==> config.mk <==
export PLATFORM = sky130hd
export DESIGN_NAME = inverse_shift_sub_bytes
export DESIGN_NICKNAME = d
export VERILOG_FILES = /design/src/rtl/inverse_shift_sub_bytes.sv
export SDC_FILE = /design/constraint.sdc
export NUM_CORES = 2
export LEC_CHECK = 0
export CAP_MARGIN = 20
export CORE_ASPECT_RATIO = 0.6
export CORE_MARGIN = 2
export CORE_UTILIZATION = 40
export DETAILED_ROUTE_END_ITERATION = 16
export PLACE_DENSITY = 0.55
export SYNTH_ARGS = -nofsm -noshare
export SYNTH_HDL_FRONTEND = slang
export SYNTH_HIERARCHICAL = 1
export SYNTH_SLANG_ARGS = --single-unit
==> constraint.sdc <==
create_clock -name clk -period 54.7 [get_ports clk]
set_input_delay 10.94 -clock clk [delete_from_list [all_inputs] [get_ports clk]]
set_output_delay 10.94 -clock clk [all_outputs]
set_load 0.01 [all_outputs]
==> src/rtl/inverse_shift_sub_bytes.sv <==
// AES-128 decryption stage: InvShiftRows followed by InvSubBytes, with LANES
// inverse S-boxes time-shared over 16/LANES cycles behind a start/busy/done handshake.

// state | meaning
// IDLE  | waiting for start; out holds the last completed result
// PROC  | substituting one LANES-byte chunk of the work register per cycle

module inv_sbox (
   input  logic [7:0] a,
   output logic [7:0] y
);
   function automatic logic [7:0] gf_mul(input logic [7:0] x, input logic [7:0] z);
      logic [7:0] acc;
      logic [7:0] b;
      logic [7:0] m;
      acc = 8'h00;
      b   = x;
      m   = z;
      for (int i = 0; i < 8; i++) begin
         if (m[0]) acc = acc ^ b;
         b = {b[6:0], 1'b0} ^ (b[7] ? 8'h1b : 8'h00);
         m = m >> 1;
      end
      return acc;
   endfunction

   logic [7:0] t;
   logic [7:0] p2, p4, p8, p16, p32, p64, p128;

   // Inverse affine first, then x^254 (= x^-1, and 0 maps to 0).
   always_comb begin
      t    = {a[6:0], a[7]} ^ {a[4:0], a[7:5]} ^ {a[1:0], a[7:2]} ^ 8'h05;
      p2   = gf_mul(t, t);
      p4   = gf_mul(p2, p2);
      p8   = gf_mul(p4, p4);
      p16  = gf_mul(p8, p8);
      p32  = gf_mul(p16, p16);
      p64  = gf_mul(p32, p32);
      p128 = gf_mul(p64, p64);
      y    = gf_mul(gf_mul(gf_mul(p2, p4), gf_mul(p8, p16)),
                    gf_mul(gf_mul(p32, p64), p128));
   end
endmodule

module inverse_shift_sub_bytes #(
   parameter int LANES = 4
) (
   input  logic         clk,
   input  logic         reset_n,
   input  logic         start,
   input  logic [127:0] in,
   output logic         busy,
   output logic         done,
   output logic [127:0] out
);
   localparam int N  = 16 / LANES;
   localparam int CW = (N > 1) ? $clog2(N) : 1;
   localparam logic [CW-1:0] CNT_LAST = CW'(N - 1);

   typedef enum logic {IDLE, PROC} state_t;

   state_t                     state_q, state_d;
   logic [0:N-1][8*LANES-1:0]  work_q, work_d, work_sub;
   logic [127:0]               out_q, out_d;
   logic [CW-1:0]              cnt_q, cnt_d;
   logic                       busy_q, busy_d;
   logic                       done_q, done_d;

   logic [0:15][7:0]           in_b, in_isr;
   logic [8*LANES-1:0]         chunk, chunk_sub;

   assign in_b = in;

   // s'[r][c] = s[r][(c-r) mod 4], bytes column-major (byte 4c+r).
   for (genvar c = 0; c < 4; c++) begin : g_col
      for (genvar r = 0; r < 4; r++) begin : g_row
         assign in_isr[4*c+r] = in_b[4*((c-r+4)%4)+r];
      end
   end

   // Work register is viewed as N chunks so the counter selects a chunk directly.
   assign chunk = work_q[cnt_q];

   for (genvar l = 0; l < LANES; l++) begin : g_lane
      inv_sbox u_inv_sbox (
         .a (chunk[8*(LANES-1-l) +: 8]),
         .y (chunk_sub[8*(LANES-1-l) +: 8])
      );
   end

   always_comb begin
      work_sub        = work_q;
      work_sub[cnt_q] = chunk_sub;
   end

   always_comb begin
      state_d = state_q;
      work_d  = work_q;
      cnt_d   = cnt_q;
      busy_d  = busy_q;
      done_d  = 1'b0;
      out_d   = out_q;
      case (state_q)
         IDLE: begin
            if (start) begin
               work_d  = in_isr;
               cnt_d   = '0;
               busy_d  = 1'b1;
               state_d = PROC;
            end
         end
         PROC: begin
            work_d = work_sub;
            if (cnt_q == CNT_LAST) begin
               out_d   = work_sub;
               done_d  = 1'b1;
               busy_d  = 1'b0;
               cnt_d   = '0;
               state_d = IDLE;
            end else begin
               cnt_d = cnt_q + 1'b1;
            end
         end
      endcase
   end

   always_ff @(posedge clk or negedge reset_n) begin
      if (!reset_n) begin
         state_q <= IDLE;
         work_q  <= '0;
         cnt_q   <= '0;
         busy_q  <= 1'b0;
         done_q  <= 1'b0;
         out_q   <= '0;
      end else begin
         state_q <= state_d;
         work_q  <= work_d;
         cnt_q   <= cnt_d;
         busy_q  <= busy_d;
         done_q  <= done_d;
         out_q   <= out_d;
      end
   end

   assign busy = busy_q;
   assign done = done_q;
   assign out  = out_q;
endmodule
# [Word level (Yosys, flattened, before mapping)]
# Cells that the tools add are included.
[totals] regBits=261 inputBits=131 wordCells=1391
[classes] n_addsub=1 magnitude_cmp=2 n_eq_ne=3 muxes=715 bitwise=658 reduce_logical=3
[ops] op="XOR 8 bit" count=644
[ops] op="two-way mux 8 bit" count=416
[ops] op="two-way mux 5 bit" count=280
[ops] op="one-hot mux 128 bit (2 select lines)" count=1
[ops] op="bitwise mux 128 bit" count=1
[ops] op="two-way mux 128 bit" count=1
[ops] op="two-way mux 32 bit" count=3
[ops] op="binary-select mux 32 bit (select 2 bit)" count=1
[ops] op="demux 32 bit (select 2 bit)" count=1
[ops] op="XOR 8 x 5 -> 8 bit" count=8
[ops] op="inverter 2 bit" count=4
[ops] op="two-way mux 1 bit" count=6
[ops] op="two-way mux 2 bit" count=2
[ops] op="one-hot mux 1 bit (2 select lines)" count=2
[ops] op="one-hot mux 2 bit (2 select lines)" count=1
[ops] op="AND reduction 2 bit" count=2
[ops] op="greater-or-equal comparator 3 bit (second input constant)" count=1
[ops] op="less-than comparator 3 x 1 -> 1 bit (second input constant)" count=1
[ops] op="inverter 2 -> 3 bit" count=1
[ops] op="adder 2 x 1 -> 2 bit (second input constant)" count=1
[ops] op="== test 2 bit (second input constant)" count=1
[ops] op="inequality test 2 x 1 -> 1 bit (second input constant)" count=1
[ops] op="inequality test 2 bit (second input constant)" count=1
[ops] op="logical AND 1 bit" count=1
[ops] op="inverter 1 bit" count=1

# [Logic depth before layout (Yosys ltp)]
[depth] word_depth=150 ltp_mapped=74 depth_no_buf=55

# [By module]
# Netlist, hierarchy kept.
[by_module_without_submodules] module="inv_sbox at g_lane[1].u_inv_sbox ..." instances=3 cells_each=1895 area_each_um2=13839.5 seq_area_each_um2=0.0
[by_module_without_submodules] module="inv_sbox at g_lane[0].u_inv_sbox" instances=1 cells_each=2087 area_each_um2=15051.9 seq_area_each_um2=0.0
[by_module_without_submodules] module="inverse_shift_sub_bytes" instances=1 cells_each=1050 area_each_um2=13187.6 seq_area_each_um2=6531.3

# [Worst setup path after synthesis]
# Ideal clock, no wire load.
[synth_timing] path_kind="flip-flop to flip-flop" startpoint="reg cnt_q[1]" endpoint="reg out_q[120], in the netlist out[120]" setup_ps=77 arrival_time_ps=17124 path_slack_ps=37499 stages_incl_launch_ff=69 period_less_slack_ps=17201 cell_sequence="dfrtp_1 -> buf_6 -> buf_12 -> mux4_2 -> buf_4 -> buf_6 -> xnor3_1 -> ha_1 -> buf_2 -> xnor3_1 -> or4_1 -> o2111ai_1 -> xnor2_2 -> clkinv_1 -> buf_1 -> ha_1 -> clkbuf_1 -> mux2i_1 -> [... 33 more ...] -> xnor3_1 -> and3_1 -> a21oi_1 -> a21oi_1 -> or3_1 -> clkbuf_1 -> a21oi_1 -> xor2_1 -> xnor3_1 -> xnor2_1 -> xor2_1 -> buf_2 -> nor2_1 -> xnor2_1 -> xnor3_1 -> xor2_1 -> mux2i_1 -> a21oi_1"
[synth_between] word_cells_on_any_way=350 classes_between="2 x order compare; 1 x eq/ne; 180 x mux; 165 x bitwise; 2 x reduce/logical"
[synth_rtl] item="from (decl)" line="65" text="logic [CW-1:0] cnt_q, cnt_d;"
[synth_rtl] item="from (signal assigned)" line="138" text="cnt_q <= cnt_d;"
[synth_rtl] item="inverter 2 -> 3 bit (implied by the code) (*)" line="82" text="assign chunk = work_q[cnt_q];"
[synth_rtl] item="binary-select mux 32 bit (select 2 bit) (*)" line="82"
[synth_rtl] item="two-way mux 32 bit (implied by the code) (*) (2 in series)" line="82"
[synth_rtl] item="net chunk[26]" line="70" text="logic [8*LANES-1:0] chunk, chunk_sub;"
[synth_rtl] item="XOR 8 bit (*)" line="32" text="t = {a[6:0], a[7]} ^ {a[4:0], a[7:5]} ^ {a[1:0], a[7:2]} ^ 8'h05;"
[synth_rtl] item="inverter 2 bit (no line)"
[synth_rtl] item="two-way mux 8 bit" line="20" text="if (m[0]) acc = acc ^ b;"
[synth_rtl] item="XOR 8 bit" line="20"
[synth_rtl] item="[... 131 more ...]"
[synth_rtl] item="XOR 8 bit" line="20"
[synth_rtl] item="two-way mux 8 bit" line="20"
[synth_rtl] item="XOR 8 bit" line="20"
[synth_rtl] item="two-way mux 8 bit" line="20"
[synth_rtl] item="XOR 8 bit" line="20"
[synth_rtl] item="two-way mux 8 bit (*)" line="20"
[synth_rtl] item="net chunk_sub[24]" line="70"
[synth_rtl] item="bitwise mux 128 bit (*)" line="93" text="work_sub[cnt_q] = chunk_sub;"
[synth_rtl] item="to (signal assigned)" line="141" text="out_q <= out_d;"
[synth_rtl] item="to (decl)" line="64" text="logic [127:0] out_q, out_d;"
# Mark *: on every way through the listed nets, which the timed path passes. The rest lies on a longest branch. The select of a mux whose other input is x is not followed.
# A chain may end at the register's enable or synchronous reset.

# [Final worst setup path]
[layout_timing] startpoint="reg cnt_q[1]" endpoint="reg work_q[63] (netlist bit)"
[layout_between] word_cells_on_any_way=346 classes_between="2 x order compare; 178 x mux; 165 x bitwise; 1 x reduce/logical"
[layout_rtl] item="inverter 2 -> 3 bit (implied by the code) (*)" line="82"
[layout_rtl] item="binary-select mux 32 bit (select 2 bit) (*)" line="82"
[layout_rtl] item="two-way mux 32 bit (implied by the code) (*) (2 in series)" line="82"
[layout_rtl] item="net chunk[30]" line="70"
[layout_rtl] item="XOR 8 bit" line="32"
[layout_rtl] item="XOR 8 bit (*)" line="32"
[layout_rtl] item="two-way mux 5 bit / two-way mux 8 bit (equally long branches)" line="21, 20"
[layout_rtl] item="XOR 8 bit, on equally long branches" line="21, 20"
[layout_rtl] item="[... 132 more ...]"
[layout_rtl] item="two-way mux 8 bit" line="20"
[layout_rtl] item="XOR 8 bit" line="20"
[layout_rtl] item="two-way mux 8 bit" line="20"
[layout_rtl] item="XOR 8 bit" line="20"
[layout_rtl] item="two-way mux 8 bit (*)" line="20"
[layout_rtl] item="net chunk_sub[31]" line="70"
[layout_rtl] item="bitwise mux 128 bit (*)" line="93"
[layout_rtl] item="one-hot mux 128 bit (2 select lines) (*)" line="103" text="case (state_q)"
[layout_rtl] item="to (signal assigned)" line="137" text="work_q <= work_d;"
[layout_rtl] item="to (decl)" line="63" text="logic [0:N-1][8*LANES-1:0] work_q, work_d, work_sub;"
# Marks and branches as above.

==> run metrics <==
Post-synth EDFFs=0; FP Rows=118; IO Pins=261; Reg2Reg Depth=56; vias in the first global route=59300; Hold Startpoint=out[91]$_DFFE_PN0P_; share of layout cells above drive strength 1=8.92%; #FFs+latches synth=261; Layout Nets=8931; hold_buf cts=0; Worst-Skew Late Latency=0.62 ns; final wirelength=234 mm; Setup Skew=0.0324 ns; placeable core area=173000 um^2; post-synthesis xor/xnor area fraction=40.8%; r2r setup slk=33.24 ns; Core Util, Final=43.8%; worst stage delay on the critical path=0.98 ns; setup bufs post-CTS=0; synth warn=6; Post-DP HPWL=172 mm; crit path launch type=flip-flop; ratio of final minimum period to clock period=39.2%; Layout area overhead=8.60%; total number of H-tree levels=2; crit end category=flip-flop; ANT nets after route=0; vias per cell=5.72; Setup TNS Final=0 ns; Placer Congestion=0.911; Max Slew Vio Count=0; Req. time, crit path=55.23 ns; die width=543 um; Reg clk slew, reported paths=0.06 ns; Worst EP arrival=21.99 ns; largest net degree at the start of global routing=79; post-route DRC violation count=0; Die Y=327 um; post-synthesis sequential area ratio=9.36%; # port buffers=260; count leader, synth=xnor2_1; CTS Buf Count=36; slew margin rel.=22.3%; RSZ-0062 raised after global routing=no; Resized cells post-CTS=0; Total GRT Usage=25.4%; asr flop ratio synth=100%; Yosys cell types=130; clock sinks=261; CTS tree=done; HP Class=reg2reg; Die Area=178000 um^2; fraction of the mapped netlist area in simple logic gates=18.8%; Post-synth top cells=1680 x xnor2_1, 1035 x nor2_1, 857 x nand2_1; wire per inst=21.0 um; 1st-iter DRT viols=6432; Max Buffers Root-to-Sink=3; post-synthesis compound-gate area fraction=16.0%; status=finished clean; TritonRoute pass-1 iters=8; post-synthesis adder-cell area fraction=0.581%; Final Hold Fails=0; multiplexer share of the synthesized area=9.06%; fin crit period=21.47 ns; Post-Synthesis Net Count=8983; Worst Tran Pin Value=1.16 ns; GR Overflow Total=0; r2r endpoint=work_q[63]$_DFFE_PN0P_; CTS Root Buffer Type=clkbuf_16; Initial Utilization=40.3%; total of max-cap violations=0; Area contributors post-synth=xnor2_1 21%, dfrtp_1 9.4%, mux2i_1 7.4%, xnor3_1 6.9%, nor2_1 5.6%; worst hold path cell count=2; CP max stage cell=ha_1; reg2reg start=cnt_q[1]$_DFFE_PN0P_; Highest Clock Rate=46.6 MHz; critical path class=reg2reg; post-synth top area share=21.1%; synthesized area=69800 um^2; initial antenna violation count=10; biggest area consumer among synthesized cells=xnor2_1; largest family of logic cells by synthesized area=XOR/XNOR gates; Syn Inst Count=8822; Post-synth top flop=dfrtp_1; first-pass GRT wire length=363 mm; overall via count from detail_route=63700; Hold EP=out[91]$_DFFE_PN0P_; critical-path maximum fanout=40; syn avg cell area=7.91 um^2; most used cell, CP=xnor2_1; final setup violation count=0
## flip-flops by register name, indices dropped and copies added, names as in the netlist
name     cells
busy         1
cnt_q        2
done         1
out        128
state_q      1
work_q     128
## layout by cell type, fill, tap and decap left out, types with 34 or more instances in the layout
cell type,Yosys,routed
clkdlybuf4s50_1,0,258
xor3_1,44,44
xnor2_1,1680,1658
xor2_1,419,415
xnor2_2,106,127
o22ai_1,65,65
nor2_1,1035,1035
a21o_1,46,46
o21ai_0,276,276
dfrtp_1,261,258
and2_1,51,50
clkbuf_16,0,36
or3_1,48,48
and3_1,65,65
xor2_2,49,53
mux2i_1,517,517
nor2b_1,118,118
xnor3_2,41,41
a22oi_1,51,51
inv_1,139,139
buf_4,68,259
nand2b_1,84,84
a21oi_1,595,595
o21ai_1,52,52
a31oi_1,40,40
o211ai_1,65,65
a221oi_1,42,42
nor3_1,221,221
a211oi_1,60,60
nand3_1,195,195
xnor3_1,215,215
nand4_1,34,34
nand2_1,857,857
## worst max-delay path by stage
stage,start,endpoint,slack (ns),cells after the start
after global placement,cnt_q[1]$_DFFE_PN0P_,out[127]$_DFFE_PN0P_,34.11,53
after detailed placement,cnt_q[1]$_DFFE_PN0P_,work_q[31]$_DFFE_PN0P_,33.46,56
final,cnt_q[1]$_DFFE_PN0P_,work_q[63]$_DFFE_PN0P_,33.24,56
after global routing,cnt_q[1]$_DFFE_PN0P_,work_q[63]$_DFFE_PN0P_,31.68,54
after CTS,cnt_q[1]$_DFFE_PN0P_,out[63]$_DFFE_PN0P_,33.40,56
after floorplan,cnt_q[1]$_DFFE_PN0P_,out[120]$_DFFE_PN0P_,37.50,68
## cell families (layout without fill, tap and decap cells)
kind of cell / count (synthesis) / in the layout
xor gates and xnor gates: 2580 / 2580
DFF: 261 / 261
adders and majority gates: 33 / 33
muxes: 585 / 585
other: 0 / 1
and+or+nand+nor: 2892 / 2892
AOI/OAI and AO/OA: 1686 / 1686
buffers and inverters: 785 / 756
## routing by layer
layer | routed length [um] | vias up | part of all wire (%) | GRT usage (%)
met5 | 62 | - | 0.027 | 0
met4 | 3060 | 10 | 1.3 | 3.99
met3 | 17900 | 161 | 7.6 | 3.57
met2 | 93000 | 2224 | 40 | 34.9
met1 | 120000 | 31000 | 51 | 41.3
li1 | - | 30300 | - | -
## critical path, delay by kind of cell, from the launching register on
family,cells,cell delay [ns]
XOR/XNOR,22,8.73
adder cells (fa/ha/maj),7,4.01
multiplexers,3,1.34
flip-flops,1,0.81
buffers and inverters,8,3.09
AND/OR/NAND/NOR,9,2.02
AO/OA/AOI/OAI,7,1.25
## per-stage QoR
stage,worst slack (ns),std cells,hold slack [ns],area (um^2)
after floorplan,37.50,8822,0.505,69800
after global placement,34.11,11100,0.512,74400
after detailed placement,33.46,11100,0.516,74400
after CTS,33.40,11100,0.531,75700
after global routing,31.68,11100,0.556,75800
final,33.24,11100,0.528,75800
## cell type report
type                    count  area, um^2
diodes                      1        2.50
clock buffers              43         967
well taps                2340        2930
repair buffers            522        4600
flip-flops and latches    261        6540
fillers                 17200       97100
multi-input cells        7776       59800
clock inverters            18         295
inverters                 173         649
Power is not shown: default switching activity piles up to over one toggle a cycle in this logic, so the estimate is an artifact.
